$ cat config.mk
export PLATFORM = sky130hd
export DESIGN_NAME = usb_button_scheduler
export DESIGN_NICKNAME = d
export VERILOG_FILES = /design/src/rtl/usb_button_scheduler.sv
export SDC_FILE = /design/constraint.sdc
export NUM_CORES = 1
export LEC_CHECK = 0
export BUFFER_PORTS_ARGS = -buffer_cell sky130_fd_sc_hd__buf_2
export CAP_MARGIN = 20
export CORE_ASPECT_RATIO = 1.75
export CORE_MARGIN = 2
export CORE_UTILIZATION = 55
export DETAILED_ROUTE_END_ITERATION = 8
export GPL_ROUTABILITY_DRIVEN = 0
export MAX_ROUTING_LAYER = met4
export PLACE_DENSITY = 0.72
export RECOVER_POWER = 50
export SLEW_MARGIN = 10
export SYNTH_ARGS = -nofsm -noshare
export SYNTH_HDL_FRONTEND = slang
export SYNTH_SLANG_ARGS = --single-unit
export TNS_END_PERCENT = 100
$ cat constraint.sdc
create_clock -name clk -period 8.2 [get_ports clk]
set_input_delay 1.64 -clock clk [delete_from_list [all_inputs] [get_ports clk]]
set_output_delay 1.64 -clock clk [all_outputs]
set_load 0.02 [all_outputs]
$ cat src/rtl/usb_button_scheduler.sv
// Button front-end for usb_controller: synchronise, debounce, queue presses as events,
// and replay each event as a reset-release window with one button driven.
module usb_button_scheduler #(
    parameter int DEB_CYCLES = 4,
    parameter int PAR_HOLD   = 4,
    parameter int SER_HOLD   = 16,
    parameter int GAP        = 2,
    parameter int FIFO_DEPTH = 4
) (
    input  logic       clk,
    input  logic       reset,
    input  logic       mode,
    input  logic [7:0] btn_in,
    output logic       ctl_reset,
    output logic       ctl_mode,
    output logic [7:0] ctl_btn,
    output logic       busy,
    output logic       fifo_full,
    output logic       fifo_empty,
    output logic       overflow
);

    localparam int AW     = (FIFO_DEPTH > 1) ? $clog2(FIFO_DEPTH) : 1;
    localparam int HOLD_W = 16;

    typedef enum logic [1:0] {ST_IDLE, ST_ASSERT, ST_GAP} state_t;

    logic [7:0]        sync_p0, sync_p1;
    logic [7:0]        level_p2, level_d;
    logic [7:0]        deb_cnt [8];
    logic [7:0]        pending, rise, grant;
    logic [2:0]        grant_idx;
    logic              found, push, pop;
    logic [2:0]        fifo_mem [FIFO_DEPTH];
    logic [AW-1:0]     wr_ptr, rd_ptr;
    logic [AW:0]       count;
    logic [2:0]        evt;
    state_t            state, state_n;
    logic [HOLD_W-1:0] hold_cnt, hold_n;
    logic              mode_n;

    // Stage p0/p1: two-flop synchroniser
    always_ff @(posedge clk or posedge reset) begin
        if (reset) begin
            sync_p0 <= '0;
            sync_p1 <= '0;
        end else begin
            sync_p0 <= btn_in;
            sync_p1 <= sync_p0;
        end
    end

    // Stage p2: per-bit debounce; the level only moves after DEB_CYCLES disagreeing samples
    always_ff @(posedge clk or posedge reset) begin
        if (reset) begin
            level_p2 <= '0;
            level_d  <= '0;
            for (int i = 0; i < 8; i++) deb_cnt[i] <= '0;
        end else begin
            level_d <= level_p2;
            for (int i = 0; i < 8; i++) begin
                if (sync_p1[i] == level_p2[i]) begin
                    deb_cnt[i] <= '0;
                end else if (deb_cnt[i] == 8'(DEB_CYCLES - 1)) begin
                    level_p2[i] <= sync_p1[i];
                    deb_cnt[i]  <= '0;
                end else begin
                    deb_cnt[i] <= deb_cnt[i] + 8'd1;
                end
            end
        end
    end

    assign rise = level_p2 & ~level_d;

    // Fixed-priority arbiter: lowest pending index wins, held off while the queue is full
    always_comb begin
        grant_idx = '0;
        found     = 1'b0;
        for (int i = 0; i < 8; i++) begin
            if (pending[i] && !found) begin
                grant_idx = 3'(i);
                found     = 1'b1;
            end
        end
        push  = found && !fifo_full;
        grant = push ? (8'b1 << grant_idx) : 8'b0;
    end

    always_ff @(posedge clk or posedge reset) begin
        if (reset) begin
            pending  <= '0;
            overflow <= 1'b0;
        end else begin
            pending  <= (pending & ~grant) | rise;
            overflow <= overflow | (|(rise & pending));
        end
    end

    // Event queue: pointers and occupancy carry the control state
    always_ff @(posedge clk or posedge reset) begin
        if (reset) begin
            wr_ptr <= '0;
            rd_ptr <= '0;
            count  <= '0;
        end else begin
            if (push) wr_ptr <= wr_ptr + AW'(1);
            if (pop)  rd_ptr <= rd_ptr + AW'(1);
            case ({push, pop})
                2'b10:   count <= count + (AW+1)'(1);
                2'b01:   count <= count - (AW+1)'(1);
                default: count <= count;
            endcase
        end
    end

    always_ff @(posedge clk) begin
        if (push) fifo_mem[wr_ptr] <= grant_idx;
        if (pop)  evt <= fifo_mem[rd_ptr];
    end

    assign fifo_full  = (count == (AW+1)'(FIFO_DEPTH));
    assign fifo_empty = (count == '0);

    // Replay FSM
    always_ff @(posedge clk or posedge reset) begin
        if (reset) begin
            state    <= ST_IDLE;
            hold_cnt <= '0;
            ctl_mode <= 1'b0;
        end else begin
            state    <= state_n;
            hold_cnt <= hold_n;
            ctl_mode <= mode_n;
        end
    end

    always_comb begin
        state_n = state;
        hold_n  = hold_cnt;
        mode_n  = ctl_mode;
        pop     = 1'b0;
        case (state)
            ST_IDLE: begin
                if (!fifo_empty) begin
                    pop     = 1'b1;
                    mode_n  = mode;
                    hold_n  = mode ? HOLD_W'(SER_HOLD - 1) : HOLD_W'(PAR_HOLD - 1);
                    state_n = ST_ASSERT;
                end
            end
            ST_ASSERT: begin
                if (hold_cnt == '0) begin
                    hold_n  = HOLD_W'(GAP - 1);
                    state_n = ST_GAP;
                end else begin
                    hold_n = hold_cnt - HOLD_W'(1);
                end
            end
            ST_GAP: begin
                if (hold_cnt == '0) state_n = ST_IDLE;
                else                hold_n  = hold_cnt - HOLD_W'(1);
            end
            default: state_n = ST_IDLE;
        endcase
    end

    assign ctl_reset = (state != ST_ASSERT);
    assign ctl_btn   = (state == ST_ASSERT) ? (8'b1 << evt) : 8'b0;
    assign busy      = (state != ST_IDLE);

endmodule

---- Yosys cells after proc, flatten, opt, wreduce, memory -nomap -nowiden ----
Memories as Yosys holds them, arrays and structs flattened. A register that Yosys moved wholly into a read port is not among the register bits.
Cells that the tools add are included.
storage, ports and cells
  bits in registers ....................... 131
  RAM bits ................................ 12
  input bits .............................. 11
  output and inout bits ................... 14
  word-level logic and storage cells ...... 166
  memories ................................ 1
memory list
  name      words  bits a word  read ports  clocked after Yosys merged registers in  write ports  RTL line  source
  fifo_mem  4      3            1           1                                        1            34        logic [2:0] fifo_mem [FIFO_DEPTH];
cells by class
  add/sub/neg operators ................... 13
  equality and inequality tests ........... 26
  shifts and indexed selects .............. 2
  multiplexer cells ....................... 47
  bitwise gates (word level) .............. 16
  reduce and logical (&&, ||, !) cells .... 34
operator list
  kind                                                                   number
  8-bit 2-to-1 mux                                                       18
  8-bit by 1-bit adder with 8-bit output (second input constant)         8
  8-bit by 2-bit == test with 1-bit output (second input constant)       8
  16-bit 2-to-1 mux                                                      3
  16-bit case mux with 3 select lines                                    1
  8-bit bitwise AND                                                      3
  3-bit 2-to-1 mux                                                       6
  2-bit AND reduction                                                    9
  16-bit zero test                                                       1
  8-bit NOT                                                              2
  1-bit by 3-bit left shift with 8-bit output (first input constant)     2
  16-bit by 1-bit subtractor with 16-bit output (second input constant)  1
  1-bit 2-to-1 mux                                                       13
  1-bit NOT                                                              9
  1-bit == test                                                          8
  1-bit logical AND                                                      8
  1-bit zero test                                                        8
  2-bit != test (second input constant)                                  4
  8-bit OR                                                               1
  8-bit OR reduction                                                     1
  2-bit 2-to-1 mux                                                       3
  2-bit case mux with 3 select lines                                     1
  3-bit case mux with 2 select lines                                     1
  3-bit AND reduction                                                    2
  other kinds (13)                                                       17

---- Depth between registers and ports, before layout ----
  depth after elaboration ................. 27
  gate-level depth with buffers ........... 11
  gate-level depth less buffers ........... 11

---- Worst setup path after synthesis ----
Ideal clock, no wire load.
  path kind ............................... register -> output
  start point ............................. register state[1]
  end point ............................... output port ctl_btn[0]
  arrival time ............................ 1216 ps
  data required time ...................... 6560 ps
  path slack .............................. 5344 ps
  stages on the path, launching flop included .. 5
  path buffers ............................ 0
  cells stage by stage .................... dfrtp_1 > inv_1 > ha_1 > nand2b_1 > nor3_1
between the ends
  longest elaborated chain between the ends .. 2
RTL lines
  item                                      RTL line  source
  start: declaration                        38        state_t state, state_n;
  start signal: assignment                  132       state <= state_n;
  2-bit by 1-bit == test with 1-bit output  169       assign ctl_btn = (state == ST_ASSERT) ? (8'b1 << evt) : 8'b0;
  8-bit 2-to-1 mux                          169
  end: declaration                          16        output logic [7:0] ctl_btn,
No other way between the ends.

==> results.py <==
metrics = {
    "synthesis": {
        "synth_mux_area_share_pct": 2.595,
        "postSynthCellCount": 582,
        "yosys_register_bits": 146,
        "syn-mean-instance-area_sq_um": 11.10,
        "post_synth_instance_area_sq_um": 6460,
        "synth_edf_count": 15,
        "synth_async_sr_flop_share_pct": 89.73,
        "synth_top_family_by_area": "simple AND/OR/NAND/NOR gates",
        "most_used_flip_flop_cell_after_synthesis": "sky130_fd_sc_hd__dfrtp_1",
        "yosys.cell_types.count": 49,
        "yosysTopAreaCell": "sky130_fd_sc_hd__dfrtp_1",
        "synth.yosys.seq_area_share_pct": 57.72,
        "synth.top_cell.area_share_pct": 50.75,
        "ys_warn_count": 0,
        "post_synth_fa_ha_maj_area_fraction_pct": 3.603,
        "synth_nets": 611,
        "synthMostInstantiatedCell": "sky130_fd_sc_hd__dfrtp_1",
        "synth-compound-area-share_pct": 6.275,
        "share_of_synthesized_cell_area_in_and_or_nand_and_nor_gates_pct": 18.88,
        "yosys-top-cells-count": "sky130_fd_sc_hd__dfrtp_1, sky130_fd_sc_hd__nor2_1, sky130_fd_sc_hd__xor2_1, sky130_fd_sc_hd__nand3_1, sky130_fd_sc_hd__nand2_1",
        "synth_xor_area_share_pct": 8.948,
        "synth_area_leaders": "sky130_fd_sc_hd__dfrtp_1, sky130_fd_sc_hd__edfxtp_1, sky130_fd_sc_hd__xor2_1",
    },
    "detailed_routing": {
        "wl_per_cell_um": 15.02,
        "final_antenna_net_count": 0,
        "drt_pass_1_iters": 4,
        "dr.first_iter.drc_count": 247,
        "drt-vias-per-instance": 5.733,
        "vias": 4426,
        "route.final.wire_length_mm": 11.59,
        "remaining_drc_errors": 0,
    },
    "run_status": {
        "violations_in_the_final_reports": "max-capacitance violations, max-slew violations",
        "outcome": "finished, violations left",
    },
    "sta": {
        "report.final.hold_viol_count": 0,
        "fin_skew_ns": 0.006717,
        "slew-limit-headroom_pct": -76.93,
        "max_slew.worst_pin.slew_ns": 2.640,
        "rsz_0062_raised_after_global_routing": "no",
        "timing.final.crit_period_ns": 3.694,
        "finalCritPeriodShare_pct": 45.05,
        "fmax_mhz": 270.7,
        "totalNegativeSetupSlack_ns": 0,
        "finalSetupViolations": 0,
        "finalMaxSlewViolations": 64,
    },
    "clocking": {
        "postCtsSetupBuffers": 0,
        "clockRootBuffer": "sky130_fd_sc_hd__clkbuf_16",
        "clock_tree.htree_level_count": 4,
        "post_cts_hold_buffer_count": 0,
        "cts_tree": "yes",
        "cts_resized": 0,
        "clkSlewWorstSetupHoldPaths_ns": 0.06,
        "clock_insertion_delay_worst_skew_ns": 0.42,
        "clockBufferDepth": 2,
        "tritoncts_num_sinks": 146,
        "numCtsBuffers": 17,
    },
    "power": {
        "pwr-share-seq_pct": 40.1,
        "cellInternalPower_w": 0.001777,
        "power.switching_w": 0.001043,
        "power_density_nw_per_um2": 383.1,
        "max-vdd-ir-drop_mv": 0.2098,
        "total_leakage_power_nw": 3.405,
        "power_switching_share_pct": 36.98,
        "comb_power_share_pct": 32.4,
        "power.share.clock_pct": 27.5,
    },
    "worst_setup_path": {
        "reg2reg_setup_slack_ns": 5.45,
        "critical_path.reg2reg.endpoint": "count[2]$_DFFE_PP0P_",
        "start_point_of_the_critical_path": "reset",
        "cp.required_ns": 8.64,
        "path_depth": 3,
        "crit_path_start_kind": "input port",
        "path_class": "input port to asynchronous set/reset pin",
        "worstPathCellList": "buf_2 -> clkinvlp_2 -> buf_4",
        "rr_startpoint": "pending[0]$_DFF_PP0_",
        "slowest_cp_cell": "sky130_fd_sc_hd__clkinvlp_2",
        "cp_max_fo": 69,
        "worstPathArrival_ns": 4.14,
        "worst_path_buf_inv": 3,
        "worst_setup_path_end_kind": "asynchronous set/reset pin",
        "path_delay_family": "buffers and inverters",
        "crit_end": "deb_cnt[20]$_DFF_PP0_",
        "timing.reg2reg.worst_path_depth": 10,
        "critical-path-max-stage-delay_ns": 1.47,
    },
    "final_layout": {
        "diodes": 0,
        "areaGrowthSynthToFinish_pct": 13.93,
        "post_route_cells_drive_above_1_share_pct": 11.62,
        "fill_cells": 915,
        "nets_finish": 653,
        "instances_no_fill": 772,
    },
    "global_route": {
        "grt.overflow.total": 0,
        "grt_first_pass_wirelength_mm": 20.09,
        "global_route.usage.total_pct": 20.46,
        "grt_max_degree": 70,
        "number_of_global_route_vias_before_repair": 4537,
        "grt_antenna_before_repair": 0,
    },
    "floorplanning": {
        "design.core.area_sq_um": 11520,
        "fp.dieArea_sq_um": 12660,
        "placement_rows": 52,
        "initial_utilization_pct": 56.10,
        "i_o_pin_cnt": 25,
        "die_x_um": 85.93,
        "die_h_um": 147.4,
    },
    "placed_design": {
        "dpl.hpwl_mm": 7.999,
        "dp.cells": 740,
        "port_buffers": 24,
    },
    "job": {
        "drv.max_cap_violation_count": 1,
    },
    "hold_path": {
        "type_of_the_worst_min_delay_path": "flop to flop",
    },
}
[cells in the final DEF (no fill, tap or decap), types with 3 or more instances in the layout]
cell                         netlist  final
sky130_fd_sc_hd__inv_1            31     30
sky130_fd_sc_hd__xor2_1           47     47
sky130_fd_sc_hd__nor3_1           19     19
sky130_fd_sc_hd__and3_1           21     21
sky130_fd_sc_hd__o22ai_1           4      4
sky130_fd_sc_hd__clkinv_4          0      4
sky130_fd_sc_hd__nand2_1          32     32
sky130_fd_sc_hd__or4_1             3      3
sky130_fd_sc_hd__o21ai_0          17     17
sky130_fd_sc_hd__buf_2             0     24
sky130_fd_sc_hd__mux2_2            8      8
sky130_fd_sc_hd__a31oi_1           5      5
sky130_fd_sc_hd__ha_1             17     17
sky130_fd_sc_hd__a22o_1            3      3
sky130_fd_sc_hd__nor4b_1           9      9
sky130_fd_sc_hd__nor2_1           84     84
sky130_fd_sc_hd__nand2b_1          5      5
sky130_fd_sc_hd__or3_1             4      4
sky130_fd_sc_hd__clkinvlp_4        0      4
sky130_fd_sc_hd__a21oi_1          14     14
sky130_fd_sc_hd__a211oi_1          3      3
sky130_fd_sc_hd__edfxtp_1         15     15
sky130_fd_sc_hd__nand3_1          42     42
sky130_fd_sc_hd__a21o_1            3      3
sky130_fd_sc_hd__clkbuf_16         0     18
sky130_fd_sc_hd__o41ai_1           4      4
sky130_fd_sc_hd__dfrtp_1         131    131
sky130_fd_sc_hd__xnor2_1          19     19
sky130_fd_sc_hd__and2_1            6      6
sky130_fd_sc_hd__mux4_2            3      3
sky130_fd_sc_hd__nand4_1           5      5
[registers in the layout (all words and copies together) (netlist names)]
name / count
level_d: 8
overflow: 1
pending: 8
deb_cnt: 64
hold_cnt: 16
count: 3
state: 2
wr_ptr: 2
fifo_mem: 12
level_p2: 8
sync_p0: 8
ctl_mode: 1
evt: 3
rd_ptr: 2
sync_p1: 8
[power by group through the flow]
stage | registers (W) | clock network (W) | logic, W
finish | 0.00113 | 0.000777 | 0.000913
global route | 0.00116 | 0.000825 | 0.00102
CTS | 0.00113 | 0.000792 | 0.000919
detailed placement | 0.00114 | 0 | 0.000909
global placement | 0.00113 | 0 | 0.000873
floorplan | 0.00109 | 0 | 0.000705
[metrics by stage]
step | utilization, % | hold slack [ns] | worst slack (ns) | power [W] | area [sq um]
after floorplan | - | 0.3312 | 3.062 | 0.001795 | 6460
after global placement | 58.66 | 0.3324 | 5.003 | 0.001999 | 6755
after detailed placement | 58.66 | 0.3418 | 4.966 | 0.002047 | 6755
after CTS | 63.92 | 0.3513 | 4.928 | 0.002840 | 7361
after global routing | 63.91 | 0.3651 | 3.914 | 0.003005 | 7360
final | 63.91 | 0.3501 | 4.506 | 0.002819 | 7360
[layer usage]
metal,wire (um),GRT usage [%],vias to the layer above
li1,-,-,2111
met1,4621,22.70,2214
met2,6387,34.96,75
met3,334,4.270,26
met4,248,9.048,0
met5,0,-,-
[area by class of cell]
cell class / count / area (sq um) / share of cell area [%]
repair buffers: 26 / 135.1 / 1.836
multi-input cells: 402 / 2604 / 35.38
flip-flops and latches: 146 / 3729 / 50.66
well taps: 135 / 168.9 / 2.295
clock inverters: 13 / 151.4 / 2.057
clock buffers: 19 / 454.2 / 6.171
inverters: 31 / 117.6 / 1.598
[how the worst min path moves through the flow]
stage | startpoint | to | cells after the start
2_1_floorplan | sync_p0[0]$_DFF_PP0_ | sync_p1[0]$_DFF_PP0_ | 0
3_3_place_gp | sync_p0[1]$_DFF_PP0_ | sync_p1[1]$_DFF_PP0_ | 0
3_5_place_dp | sync_p0[4]$_DFF_PP0_ | sync_p1[4]$_DFF_PP0_ | 0
4_1_cts | sync_p0[6]$_DFF_PP0_ | sync_p1[6]$_DFF_PP0_ | 0
5_1_grt | sync_p0[2]$_DFF_PP0_ | sync_p1[2]$_DFF_PP0_ | 0
6_report | sync_p0[4]$_DFF_PP0_ | sync_p1[4]$_DFF_PP0_ | 0
[logic make-up (layout without fill, tap and decap cells)]
family	Yosys count	after routing
simple gates	243	243
flops	146	146
xor+xnor	66	66
compound gates	63	63
buf+inv	34	89
fa+ha+maj	18	18
mux	12	12
Power figures use the tool's default switching activity.
